`config.mk`:
```
export PLATFORM = sky130hd
export DESIGN_NAME = decode_stage
export DESIGN_NICKNAME = d
export VERILOG_FILES = /design/src/rtl/decode_stage.sv
export SDC_FILE = /design/constraint.sdc
export NUM_CORES = 1
export LEC_CHECK = 0
export CAP_MARGIN = 20
export CORE_ASPECT_RATIO = 1.25
export CORE_MARGIN = 10
export CORE_UTILIZATION = 47
export CTS_BUF_LIST = sky130_fd_sc_hd__clkbuf_2 sky130_fd_sc_hd__clkbuf_4 sky130_fd_sc_hd__clkbuf_8
export DETAILED_ROUTE_END_ITERATION = 12
export PLACE_DENSITY = 0.91
export SLEW_MARGIN = 20
export SYNTH_ARGS = -nofsm -noshare
export SYNTH_HDL_FRONTEND = slang
export SYNTH_SLANG_ARGS = --single-unit
```
`constraint.sdc`:
```
create_clock -name clk -period 1.7 [get_ports clk]
set_input_delay 0.34 -clock clk [delete_from_list [all_inputs] [get_ports clk]]
set_output_delay 0.34 -clock clk [all_outputs]
set_load 0.005 [all_outputs]
```
`src/rtl/decode_stage.sv`:
```
// RV32I decode stage: splits fetched instructions into fields plus a sign-extended immediate
// and hands them to execute through a 2-entry skid buffer. Define DECODE_PERF_CNT_EN for perf counters.
module decode_stage #(
    parameter int DWIDTH = 32,
    parameter int AWIDTH = 32
) (
    input  logic              clk,
    input  logic              rst,
    input  logic              in_valid_i,
    output logic              in_ready_o,
    input  logic [AWIDTH-1:0] pc_i,
    input  logic [DWIDTH-1:0] insn_i,
    input  logic              flush_i,
    output logic              out_valid_o,
    input  logic              out_ready_i,
    output logic [AWIDTH-1:0] pc_o,
    output logic [DWIDTH-1:0] insn_o,
    output logic [6:0]        opcode_o,
    output logic [4:0]        rd_o,
    output logic [2:0]        funct3_o,
    output logic [4:0]        rs1_o,
    output logic [4:0]        rs2_o,
    output logic [6:0]        funct7_o,
    output logic [31:0]       imm_o,
    output logic              illegal_o
`ifdef DECODE_PERF_CNT_EN
    ,
    output logic [31:0]       perf_decoded_o,
    output logic [31:0]       perf_illegal_o
`endif
);

    typedef enum logic [6:0] {
        OP_LUI    = 7'b0110111,
        OP_AUIPC  = 7'b0010111,
        OP_JAL    = 7'b1101111,
        OP_JALR   = 7'b1100111,
        OP_BRANCH = 7'b1100011,
        OP_LOAD   = 7'b0000011,
        OP_STORE  = 7'b0100011,
        OP_IMM    = 7'b0010011,
        OP_OP     = 7'b0110011,
        OP_FENCE  = 7'b0001111,
        OP_SYSTEM = 7'b1110011
    } opcode_e;

    // Register fields are plain slices of insn, so only imm and illegal are stored pre-decoded.
    typedef struct packed {
        logic              valid;
        logic [AWIDTH-1:0] pc;
        logic [DWIDTH-1:0] insn;
        logic [31:0]       imm;
        logic              illegal;
    } entry_t;

    entry_t      out_q, out_d;
    entry_t      skid_q, skid_d;
    entry_t      new_entry;
    logic [31:0] dec_imm;
    logic        dec_illegal;
    logic        accept;
    logic        xfer;

    // NOTE: every signal written in always_comb gets a default first, so no path infers a latch.
    always_comb begin
        dec_imm     = '0;
        dec_illegal = 1'b0;
        case (insn_i[6:0])
            OP_LOAD, OP_IMM, OP_JALR:
                dec_imm = {{20{insn_i[31]}}, insn_i[31:20]};
            OP_STORE:
                dec_imm = {{20{insn_i[31]}}, insn_i[31:25], insn_i[11:7]};
            OP_BRANCH:
                dec_imm = {{19{insn_i[31]}}, insn_i[31], insn_i[7], insn_i[30:25], insn_i[11:8], 1'b0};
            OP_LUI, OP_AUIPC:
                dec_imm = {insn_i[31:12], 12'b0};
            OP_JAL:
                dec_imm = {{11{insn_i[31]}}, insn_i[31], insn_i[19:12], insn_i[20], insn_i[30:21], 1'b0};
            OP_OP, OP_FENCE, OP_SYSTEM:
                dec_imm = '0;
            default:
                dec_illegal = 1'b1;
        endcase
        if (insn_i[1:0] != 2'b11) begin
            dec_illegal = 1'b1;
            dec_imm     = '0;
        end
    end

    assign new_entry = '{valid: 1'b1, pc: pc_i, insn: insn_i, imm: dec_imm, illegal: dec_illegal};

    assign in_ready_o  = !skid_q.valid;
    assign out_valid_o = out_q.valid;
    assign accept      = in_valid_i && in_ready_o;
    assign xfer        = out_q.valid && out_ready_i;

    always_comb begin
        out_d  = out_q;
        skid_d = skid_q;
        if (flush_i) begin
            out_d.valid  = 1'b0;
            skid_d.valid = 1'b0;
        end else if (!out_q.valid || xfer) begin
            // in_ready_o is low while SKID is full, so draining SKID never races an accept.
            if (skid_q.valid) begin
                out_d        = skid_q;
                skid_d.valid = 1'b0;
            end else if (accept) begin
                out_d = new_entry;
            end else begin
                out_d.valid = 1'b0;
            end
        end else if (accept) begin
            skid_d = new_entry;
        end
    end

    // NOTE: data fields are reset along with the valid bits because the data outputs must read 0 in reset.
    always_ff @(posedge clk or negedge rst) begin
        if (!rst) begin
            out_q  <= '0;
            skid_q <= '0;
        end else begin
            // NOTE: non-blocking assignments keep every flop sampling pre-edge values.
            out_q  <= out_d;
            skid_q <= skid_d;
        end
    end

    assign pc_o      = out_q.pc;
    assign insn_o    = out_q.insn;
    assign opcode_o  = out_q.insn[6:0];
    assign rd_o      = out_q.insn[11:7];
    assign funct3_o  = out_q.insn[14:12];
    assign rs1_o     = out_q.insn[19:15];
    assign rs2_o     = out_q.insn[24:20];
    assign funct7_o  = out_q.insn[31:25];
    assign imm_o     = out_q.imm;
    assign illegal_o = out_q.illegal;

`ifdef DECODE_PERF_CNT_EN
    logic [31:0] perf_decoded_q, perf_decoded_d;
    logic [31:0] perf_illegal_q, perf_illegal_d;

    // A transfer in a flush cycle still reaches execute, so it is counted; flush never clears these.
    always_comb begin
        perf_decoded_d = perf_decoded_q;
        perf_illegal_d = perf_illegal_q;
        if (xfer) begin
            perf_decoded_d = perf_decoded_q + 32'd1;
            if (out_q.illegal) begin
                perf_illegal_d = perf_illegal_q + 32'd1;
            end
        end
    end

    always_ff @(posedge clk or negedge rst) begin
        if (!rst) begin
            perf_decoded_q <= '0;
            perf_illegal_q <= '0;
        end else begin
            perf_decoded_q <= perf_decoded_d;
            perf_illegal_q <= perf_illegal_d;
        end
    end

    assign perf_decoded_o = perf_decoded_q;
    assign perf_illegal_o = perf_illegal_q;
`endif

endmodule

```
==> results of run 1 <==
==> cells by family after synthesis <==
logic type	after synthesis	share of synthesized area (%)
AOI/OAI and AO/OA	182	12.9
buffers and inverters	92	5.95
DFF	196	55.9
muxes	64	7.30
and+or+nand+nor	379	17.9
==> layout make-up <==
cell class | count | area [µm²] | share of cell area (%)
inverters | 4 | 15.0 | 0.125
flip-flops and latches | 196 | 4910 | 40.8
well taps | 228 | 285 | 2.37
repair buffers | 311 | 3030 | 25.1
clock inverters | 13 | 128 | 1.06
clock buffers | 19 | 255 | 2.12
multi-input cells | 625 | 3420 | 28.4
diodes | 1 | 2.50 | 0.0208
==> power by group <==
| group | total, mW | switching, mW | internal, mW |
|---|---|---|---|
| registers | 5.93 | 0.465 | 5.46 |
| logic | 2.57 | 1.22 | 1.35 |
| clock network | 2.97 | 1.73 | 1.24 |
| total | 11.5 | 3.41 | 8.05 |
==> what timing repair did <==
action,CTS,global route
setup buffers,37,12
hold buffers,1,0
cloned,0,2
resized for setup,105,66
endpoints found under the hold margin,37,0
pin swaps,0,3
setup endpoints to repair,120,194
==> cell usage after synthesis (all sizes together) <==
cell type | number | area (µm²)
nand2 | 296 | 1110
dfrtp | 196 | 4900
o21ai | 104 | 524
mux2i | 64 | 641
buf | 52 | 372
a21oi | 45 | 263
nor2 | 42 | 160
clkbuf | 36 | 135
or3 | 12 | 75.1
nand3 | 9 | 45.0
a221oi | 6 | 90.1
a22o | 6 | 52.6
a22oi | 5 | 37.5
nor3 | 5 | 52.6
o211ai | 5 | 37.5
inv | 4 | 15.0
nand2b | 3 | 18.8
nor2b | 3 | 26.3
and2 | 2 | 15.0
and3 | 2 | 12.5
nand3b | 2 | 27.5
o22ai | 2 | 12.5
a32oi | 1 | 8.76
a41o | 1 | 10.0
a41oi | 1 | 16.3
and4bb | 1 | 12.5
nor4 | 1 | 12.5
o21a | 1 | 8.76
o21bai | 1 | 18.8
o2bb2ai | 1 | 27.5
o31ai | 1 | 7.51
o32a | 1 | 10.0
o41ai | 1 | 8.76
or2 | 1 | 6.26
==> stage by stage <==
stage | instance area (µm²) | setup slack (ns) | hold WS, ns
5_1_grt | 12000 | -0.123 | 0.246
3_5_place_dp | 11200 | -0.447 | 0.309
2_1_floorplan | 8780 | 0.0376 | 0.0444
3_3_place_gp | 11200 | -0.378 | 0.313
6_report | 12000 | -0.0597 | 0.222
4_1_cts | 11700 | -0.0153 | 0.375
==> per-layer routing <==
metal  up-vias  GRT usage, %  part of all wire (%)
met5         -             0                     0
met4         0          9.34                   4.2
met3        71          5.48                   6.8
met2       300          34.2                    51
met1      3750          23.2                    38
li1       3494             -                     -
==> flip-flops by register name, indices dropped and copies added (netlist names) <==
name         count
out_valid_o      1
imm_o           32
insn_o          32
skid_q          98
illegal_o        1
pc_o            32
==> worst min-delay path by stage <==
| stage | slack (ns) | cells past startpoint | start | endpoint |
|---|---|---|---|---|
| detailed placement | 0.31 | 1 | rst | imm_o[27]$_DFFE_PN0P_ |
| global route | 0.25 | 3 | insn_i[5] | skid_q[38]$_DFFE_PN0P_ |
| floorplan | 0.04 | 0 | rst | illegal_o$_DFFE_PN0P_ |
| CTS | 0.38 | 2 | rst | imm_o[27]$_DFFE_PN0P_ |
| finish | 0.22 | 3 | insn_i[5] | skid_q[38]$_DFFE_PN0P_ |
| global placement | 0.31 | 1 | rst | imm_o[27]$_DFFE_PN0P_ |
==> critical path, cell delays in order <==
cell,delay (ns)
clkdlybuf4s50_1,0.50
nand3b_1,0.30
or2_1,0.31
o21bai_4,0.15
buf_12,0.15
a21oi_1,0.07
o21ai_0,0.28
==> impl_results.md, run 1 <==
* Power after layout at 11.5 mW
* Syn avg cell area at 9.61 µm²
* Mapped cell area at 8780 µm²
* Critical Path Fanout Max at 16
* CTS tree: yes
* Core Box Area at 18200 µm²
* Global-route wire length before repair at 40600 µm
* Grt ovf at 0
* Max Cap Viol at 0
* CP Launch Type: input pin
* FMAX at 0.568 GHz
* Crit path DAT at 2.11 ns
* Hold/Removal Path Class: input pin to register
* Maximum buffer depth of the clock tree at 2
* Die Footprint at 24600 µm²
* Gpl congestion at 0.800
* CTS clk-pin slew, worst paths at 0.10 ns
* Clock Latency Late Sink at 0.46 ns
* Die Y at 173 µm
* Largest net degree at the start of global routing at 69
* Antenna Nets Post-Route at 0
* Initial Utilization at 48.1%
* Crit Path Class: input pin to register
* Failing checks: negative setup slack
* Crit path capture: imm_o[13]$_DFFE_PN0P_
* TritonRoute pass-1 iters at 5
* Post-synthesis cell count at 913
* Worst reg2reg path startpoint: skid_q[97]$_DFFE_PN0P_
* Synth Warn # at 0
* Hpwl dp at 18100 µm
* Number of placed cells counting well taps at 1312
* Worst reg-to-reg path cell count at 7
* Vias at 7615
* Final setup fails at 4
* Least-Margin Pin Slew at 0.497 ns
* Drt total wl at 26300 µm
* Syn_nets at 982
* Total track usage at 20.3%
* Rel. slew slack at 66.9%
* Maximum VDD drop at 0.000640 V
* DR DRC count at 0
* Vias in the first global route at 7721
* R2R Path End: imm_o[30]$_DFFE_PN0P_
* Worst Clk Skew at 0.0133 ns
* CP Data Required Time at 2.05 ns
* Non-filler cells, final at 1397
* CTS root buffer: clkbuf_8
* Seq/Total Area, Yosys at 55.9%
* Final Hold Fails at 0
* Synth cell types at 46
* Post-route setup slack at -0.0597 ns
* Unrepaired setup endpoints after global routing: yes
* Top-Level Pins at 200
* Commonest non-fill, non-tap cell in the layout: nand2_1
* Most frequent cells in the layout: nand2_1, dfrtp_1, dlygate4sd2_1, buf_4, o21ai_0
* Power Dens Cells at 952 nW/µm²
* #FFs+latches synth at 196
* Total Neg Setup Slack at -0.0849 ns
* Leakage at 6.02 nW
* Final Core Density at 66.0%
* Via density at 5.45
* Final period util at 104%
* FF-to-FF setup slack at -0.02 ns
* Inserted Clock Buffers at 17
* I/O Buffers at 199
* Die width at 142 µm
* Rows at 55
* Post-layout min period at 1.76 ns
* Routed length per instance at 18.8 µm
* Max H-tree Level at 4
* Final #Nets at 1224
* Setup crit end kind: register
* Initial antenna violation count at 1
* Final Max Slew Viols at 0
* Area Overhead vs Synth at 37.2%
* Layout cell share with drive strength beyond 1 at 16.2%
* TritonCTS Sinks at 196
* Fill cell count at 1361
* Crit path launch: insn_i[4]
* DRT iter0 DRCs at 773
* Outcome: finished, violations left
Note: power is estimated with default switching activity, not from simulation.
==> run 2, diff against run 1 <==
Settings changed: SLEW_MARGIN 20 to default.
==> results of run 2 <==
Same layout as run 1: the final DEF is identical, and so are final timing and power.
